`src/rtl/output_frame_sequencer.sv`:
```
// Frame-level sequencer between the packed output stream and the VDMA S2MM port.
// Gates beats on start/stop commands, regenerates tuser/tlast and counts completed frames.
module output_frame_sequencer #(
   parameter int AXISOUT_DATA_WIDTH = 32,
   parameter int DST_IMG_WIDTH      = 960,
   parameter int DST_IMG_HEIGHT     = 540
) (
   input  logic                            clk,
   input  logic                            rst,
   input  logic                            ctrl_start,
   input  logic                            ctrl_stop,
   output logic                            ctrl_busy,
   output logic                            frame_done,
   output logic [15:0]                     frame_cnt,
   output logic                            line_err,
   input  logic                            s_axis_tvalid,
   output logic                            s_axis_tready,
   input  logic [AXISOUT_DATA_WIDTH-1:0]   s_axis_tdata,
   input  logic                            s_axis_tlast,
   output logic                            m_axis_tvalid,
   input  logic                            m_axis_tready,
   output logic [AXISOUT_DATA_WIDTH-1:0]   m_axis_tdata,
   output logic [AXISOUT_DATA_WIDTH/8-1:0] m_axis_tkeep,
   output logic [AXISOUT_DATA_WIDTH/8-1:0] m_axis_tstrb,
   output logic                            m_axis_tlast,
   output logic                            m_axis_tuser
);

   localparam int PPB = (AXISOUT_DATA_WIDTH/8)/3;
   localparam int BPL = DST_IMG_WIDTH/PPB;
   localparam int BW  = $clog2(BPL) + 1;
   localparam int LW  = $clog2(DST_IMG_HEIGHT) + 1;
   localparam logic [BW-1:0] BEAT_LAST = BW'(BPL - 1);
   localparam logic [LW-1:0] LINE_LAST = LW'(DST_IMG_HEIGHT - 1);

   typedef enum logic [1:0] {
      ST_IDLE,
      ST_RUN,
      ST_DRAIN
   } state_t;

   state_t        state_q, state_d;
   logic [BW-1:0] beat_cnt;
   logic [LW-1:0] line_cnt;
   logic          at_boundary, at_beat_last, at_line_last;
   logic          in_hs, out_hs, frame_end;
   logic          m_last_line;
   logic          accept_ok;

   assign at_boundary  = (beat_cnt == '0) && (line_cnt == '0);
   assign at_beat_last = (beat_cnt == BEAT_LAST);
   assign at_line_last = (line_cnt == LINE_LAST);

   assign in_hs     = s_axis_tvalid & s_axis_tready;
   assign out_hs    = m_axis_tvalid & m_axis_tready;
   assign frame_end = out_hs & m_axis_tlast & m_last_line;

   assign m_axis_tkeep = '1;
   assign m_axis_tstrb = '1;

   always_ff @(posedge clk) begin
      if (rst) begin
         state_q <= ST_IDLE;
      end else begin
         state_q <= state_d;
      end
   end

   // DRAIN only admits the rest of the current frame, never the first beat of a new one.
   always_comb begin
      state_d   = state_q;
      ctrl_busy = 1'b0;
      accept_ok = 1'b0;
      unique case (state_q)
         ST_IDLE: begin
            if (ctrl_start && !ctrl_stop) state_d = ST_RUN;
         end
         ST_RUN: begin
            ctrl_busy = 1'b1;
            accept_ok = 1'b1;
            if (ctrl_stop) state_d = ST_DRAIN;
         end
         ST_DRAIN: begin
            ctrl_busy = 1'b1;
            accept_ok = !at_boundary;
            if (ctrl_start) begin
               state_d = ST_RUN;
            end else if (at_boundary && !m_axis_tvalid) begin
               state_d = ST_IDLE;
            end
         end
         default: state_d = ST_IDLE;
      endcase
   end

   assign s_axis_tready = (~m_axis_tvalid | m_axis_tready) & accept_ok;

   always_ff @(posedge clk) begin
      if (rst) begin
         beat_cnt <= '0;
         line_cnt <= '0;
      end else if (in_hs) begin
         if (at_beat_last) begin
            beat_cnt <= '0;
            line_cnt <= at_line_last ? '0 : line_cnt + 1'b1;
         end else begin
            beat_cnt <= beat_cnt + 1'b1;
         end
      end
   end

   always_ff @(posedge clk) begin
      if (rst) begin
         m_axis_tvalid <= 1'b0;
         m_axis_tdata  <= '0;
         m_axis_tuser  <= 1'b0;
         m_axis_tlast  <= 1'b0;
         m_last_line   <= 1'b0;
      end else if (in_hs) begin
         m_axis_tvalid <= 1'b1;
         m_axis_tdata  <= s_axis_tdata;
         m_axis_tuser  <= at_boundary;
         m_axis_tlast  <= at_beat_last;
         m_last_line   <= at_line_last;
      end else if (out_hs) begin
         m_axis_tvalid <= 1'b0;
      end
   end

   // A start clears the sticky flag, but a mismatch seen in the same cycle still registers.
   always_ff @(posedge clk) begin
      if (rst) begin
         line_err <= 1'b0;
      end else begin
         if (ctrl_start) line_err <= 1'b0;
         if (in_hs && (s_axis_tlast != at_beat_last)) line_err <= 1'b1;
      end
   end

   always_ff @(posedge clk) begin
      if (rst) begin
         frame_done <= 1'b0;
         frame_cnt  <= '0;
      end else begin
         frame_done <= frame_end;
         if (frame_end) frame_cnt <= frame_cnt + 1'b1;
      end
   end

endmodule
```
`config.mk`:
```
export PLATFORM = sky130hd
export DESIGN_NAME = output_frame_sequencer
export DESIGN_NICKNAME = d
export VERILOG_FILES = /design/src/rtl/output_frame_sequencer.sv
export SDC_FILE = /design/constraint.sdc
export NUM_CORES = 1
export LEC_CHECK = 0
export BUFFER_PORTS_ARGS = -buffer_cell sky130_fd_sc_hd__buf_2
export CAP_MARGIN = 20
export CORE_UTILIZATION = 29
export DETAILED_ROUTE_END_ITERATION = 6
export HOLD_SLACK_MARGIN = 0.1
export MAX_ROUTING_LAYER = met4
export PLACE_DENSITY = 0.48
export SYNTH_ARGS = -nofsm -noshare
export SYNTH_HDL_FRONTEND = slang
export SYNTH_SLANG_ARGS = --single-unit
```
`constraint.sdc`:
```
create_clock -name clk -period 5.1 [get_ports clk]
set_input_delay 0.765 -clock clk [delete_from_list [all_inputs] [get_ports clk]]
set_output_delay 0.765 -clock clk [all_outputs]
set_load 0.005 [all_outputs]
```
---- Yosys cells after proc, flatten, opt, wreduce, memory -nomap -nowiden ----
Cells that the tools add are included.
word-level totals
  logic and storage cells ................. 57
  register bits ........................... 78
  input bits .............................. 39
operators by class
  equality and inequality tests ........... 8
  reduce and logical (&&, ||, !) cells .... 15
  multiplexer cells ....................... 13
  add/sub/neg operators ................... 3
  bitwise logic cells ..................... 7
operators by type and width
  kind                                                    number
  adder 11 x 1 -> 11 bit (second input constant)          2
  equality test 11 x 10 -> 1 bit (second input constant)  2
  zero test 11 bit                                        2
  2-to-1 mux 11 bit                                       2
  adder 16 x 1 -> 16 bit (second input constant)          1
  2-to-1 mux 2 bit                                        4
  one-hot mux 2 bit (3 select lines)                      1
  bitwise AND 1 bit                                       5
  2-to-1 mux 1 bit                                        5
  logical AND 1 bit                                       4
  inequality test 2 bit (second input constant)           2
  nonzero test 2 bit                                      2
  zero test 1 bit                                         3
  inequality test 3 bit (second input constant)           1
  AND reduction 3 bit                                     1
  equality test 2 x 1 -> 1 bit (second input constant)    1
  equality test 2 bit (second input constant)             1
  zero test 2 bit                                         1
  one-hot mux 1 bit (2 select lines)                      1
  AND reduction 2 bit                                     1
  OR reduction 2 bit                                      1
  inequality test 1 bit                                   1
  NOT 1 bit                                               1
  bitwise OR 1 bit                                        1

---- Logic depth before layout (Yosys ltp) ----
  word-level depth ........................ 8
  mapped depth ............................ 9
  gate-level depth less buffers ........... 7

---- Worst setup path after synthesis ----
Ideal clock, no wire load.
  path type ............................... reg2out
  from .................................... register line_cnt[10]
  to ...................................... output s_axis_tready
  data arrival time ....................... 1.443 ns
  path slack .............................. 2.892 ns
  data required time ...................... 4.335 ns
  stages on the path, launching flop included .. 6
  path buffers ............................ 0
  cell sequence ........................... dfxtp_1 -> or4_1 -> and4bb_1 -> nand2_1 -> a21oi_1 -> nor2_1
on the way
  cells in the longest elaborated chain, start to end .. 5
ends and longest elaborated chain
  item                                RTL line  text
  start: declaration                  44        logic [LW-1:0] line_cnt;
  start signal: assignment            105       line_cnt <= at_line_last ? '0 : line_cnt + 1'b1;
  zero test 11 bit                    50        assign at_boundary = (beat_cnt == '0) && (line_cnt == '0);
  logical AND 1 bit                   50
  zero test 1 bit                     85        accept_ok = !at_boundary;
  one-hot mux 1 bit (2 select lines)  74        unique case (state_q)
  bitwise AND 1 bit                   96        assign s_axis_tready = (~m_axis_tvalid | m_axis_tready) & accept_ok;
  end: declaration                    17        output logic s_axis_tready,
No other way between the ends.

---- Worst setup path after layout ----
  from .................................... register line_cnt[2]
  to ...................................... output s_axis_tready
Same word-level chain as after synthesis.

==> qor.txt <==
===========================================================================================
Area occupied by multi-input gates                                             0.001730 mm²
Floorplan core area                                                             0.01156 mm²
Share of the clock period used by the worst path                                     56.04%
Synth Instances                                                                         422
RSZ-0062 raised after global routing                                                  false
Global placer's final weighted congestion                                            0.7647
Yosys warning count                                                                       0
Post-route DRC violation count                                                           20
Remaining antenna violation count                                                         0
Part of the Yosys area used for sequential elements                                  44.97%
Final Setup Violations                                                                    0
Count of fill cells added during filler insertion                                      1238
First-pass GRT wire length                                                         14130 µm
Worst Skew                                                                       0.01114 ns
Netlist area before placement                                                  0.003472 mm²
Maximum count of clock buffers along a single path                                        2
Post-layout instance area                                                      0.004250 mm²
Maximum frequency from static timing analysis                                    0.3499 GHz
Power Dens Cells                                                               328.9 mW/mm²
Clock slew at the register clock pins of the worst setup and hold paths             0.06 ns
Post-synthesis to final-layout area growth                                           22.41%
Critical path data arrival time                                                     2.09 ns
Clock root buffer master                                                          clkbuf_16
Vias per cell                                                                         4.705
Violated checks                                                                design-rule violations
Initial antenna violation count                                                           0
Instance area after placement                                                  0.003985 mm²
Final cell count without fillers                                                        650
Initial core utilization                                                             30.02%
Leakage power                                                                      1.703 nW
Mean Syn Cell Area                                                                8.228 µm²
Pins over their slew limit                                                                0
Number of antenna cells inserted                                                          0
Post-synthesis cell type count                                                           43
Number of design-rule violations left by the first detailed-router iteration            192
Number of setup buffers added after CTS                                                   0
Slew HR                                                                              28.72%
Num CTS Buffers                                                                           9
Vertical die dimension                                                             111.4 µm
Total global routing overflow                                                             0
Setup CP Type                                                                       reg2out
Post-detailed-routing wire length                                                   8325 µm
Outcome                                                                        finished, violations left
Count of cells resized by post-cts repair                                                 0
Largest net degree at the start of global routing                                        52
Tightest Pin Transition                                                            1.069 ns
Worst-Skew Late Latency                                                             0.33 ns
Die width                                                                          111.4 µm
Gr usage total                                                                       14.64%
Worst-path fanout max                                                                     5
Post-layout nets                                                                        552
CTS tree                                                                                yes
HPWL after detailed placement                                                       5754 µm
Share of synthesized registers carrying an async set or reset                            0%
Cts hold-fix bufs                                                                         0
Number of top-level pins                                                                102
IO buf count                                                                             93
Type of the worst min-delay path                                                    reg2reg
Total Die Area                                                                  0.01241 mm²
Via Count                                                                              3058
Post-synthesis sequential element count                                                  78
Sort of element at the start of the critical path                                 flip-flop
Critical Path Sink Type                                                        primary output
Via count of the first global-routing pass                                             2856
Storage element area                                                           0.001562 mm²
Share of cells above drive strength 1                                                22.68%
Sinks on Clock Net                                                                       78
TritonRoute pass-1 iters                                                                  7
Peak ir drop on the vdd network                                                 0.0001529 V
Hold Worst Slack                                                                  0.4489 ns
Wire per inst                                                                      12.81 µm
Dominant synthesized flop cell                                                      dfxtp_1
EDFF count, synth                                                                         0
Hold Violations, Final                                                                    0
Dpl cells                                                                               635
Number of levels the H-tree was split into                                                3
Minimum clock period                                                               2.858 ns
Data required time of the critical path                                             4.34 ns
Number of max-capacitance violations reported                                             0
Num rows                                                                                 39
Final-layout setup total negative slack                                                0 ns
===========================================================================================
-- metal layers --
metal	track usage (%)	up-vias	wire, µm
met5	-	-	0
met4	4.324	0	52
met3	4.192	6	372
met2	22.29	61	3899
met1	18.79	1409	4000
li1	-	1582	-
-- flip-flops by register name (all words and copies together) (netlist names) --
signal         count
line_err           1
frame_done         1
m_axis_tvalid      1
beat_cnt          11
m_axis_tuser       1
line_cnt          11
m_last_line        1
m_axis_tlast       1
state_q            2
m_axis_tdata      32
frame_cnt         16
-- worst paths after layout --
path / start / endpoint / slack [ns] / depth (start not counted)
worst max-delay path: line_cnt[2] / s_axis_tready / 2.24 / 6
worst min-delay path: m_axis_tdata[24] / m_axis_tdata[24] / 0.45 / 2
worst min register to register: m_axis_tdata[24] / m_axis_tdata[24] / 0.45 / 2
worst max register to register: state_q[0] / beat_cnt[2] / 2.27 / 6
-- cell type report --
type,count,area share (%)
timing repair buffer,95,11.30
tap,143,4.210
clock inverter,5,0.8537
inverter,9,0.7948
multi-input combinational,310,40.71
sequential,78,36.74
clock buffer,10,5.387
-- report_power, final --
group	internal, mW	leakage, nW	switching [mW]
sequential	0.627	0.629	0.0132
combinational	0.0733	0.954	0.104
clock	0.328	0.121	0.253
total	1.03	1.70	0.370
-- placed cells by master (no fill, tap or decap), types with 10 or more instances in the layout --
| cell type | synthesis | layout |
|---|---|---|
| buf_2 | 3 | 93 |
| nand2_1 | 85 | 85 |
| dfxtp_1 | 78 | 78 |
| a21oi_1 | 53 | 53 |
| nor2_1 | 34 | 34 |
| xnor2_1 | 16 | 16 |
| nand3_1 | 14 | 14 |
| nand4_1 | 12 | 12 |
| ha_1 | 10 | 10 |
-- metrics by stage --
step | setup WS, ns | util, % | power [mW]
6_report | 2.242 | 36.75 | 1.398
5_1_grt | 1.982 | 36.75 | 1.480
4_1_cts | 2.208 | 36.75 | 1.417
3_5_place_dp | 2.089 | 34.46 | 0.8322
3_3_place_gp | 2.116 | 34.46 | 0.8307
2_1_floorplan | 2.892 | - | 0.7755
-- cell families (layout without fill, tap and decap cells) --
group,Yosys count,count (layout),synth area share (%)
muxes,1,1,0.2883
adders and majority gates,10,10,3.604
AOI/OAI and AO/OA,72,72,11.21
buffers and inverters,41,119,6.378
other,1,8,0.1080
and+or+nand+nor,194,194,27.14
xor gates and xnor gates,25,25,6.306
DFF,78,78,44.97
-- critical path, stage by stage, from the launching register on --
cell and delay, ns:
dfxtp_1 0.34, or4_1 0.55, and4bb_1 0.46, nand2_1 0.09, a21oi_1 0.16, nor2_1 0.06, buf_2 0.12
-- Yosys cell counts, types with 2 or more instances --
cell type,number,share of area (%)
nand2_1,85,9.2
dfxtp_1,78,45
a21oi_1,53,7.6
nor2_1,34,3.7
xnor2_1,16,4.0
clkbuf_1,14,1.5
nand3_1,14,2.0
nand4_1,12,2.2
ha_1,10,3.6
buf_4,9,1.9
inv_1,9,0.97
xor2_1,9,2.3
o21ai_0,8,1.2
and3_1,6,1.1
nor3_1,6,0.86
nor4_1,5,0.90
or3_1,5,0.90
and2_0,4,0.72
and4_1,4,1.0
buf_6,4,1.3
or4_1,4,0.86
a31oi_1,3,0.54
buf_2,3,0.43
nand2b_1,3,0.54
a211oi_1,2,0.43
and2_1,2,0.36
buf_1,2,0.22
nor2b_1,2,0.36
or2_2,2,0.36
No activity file was read; power rests on OpenSTA's default activity.
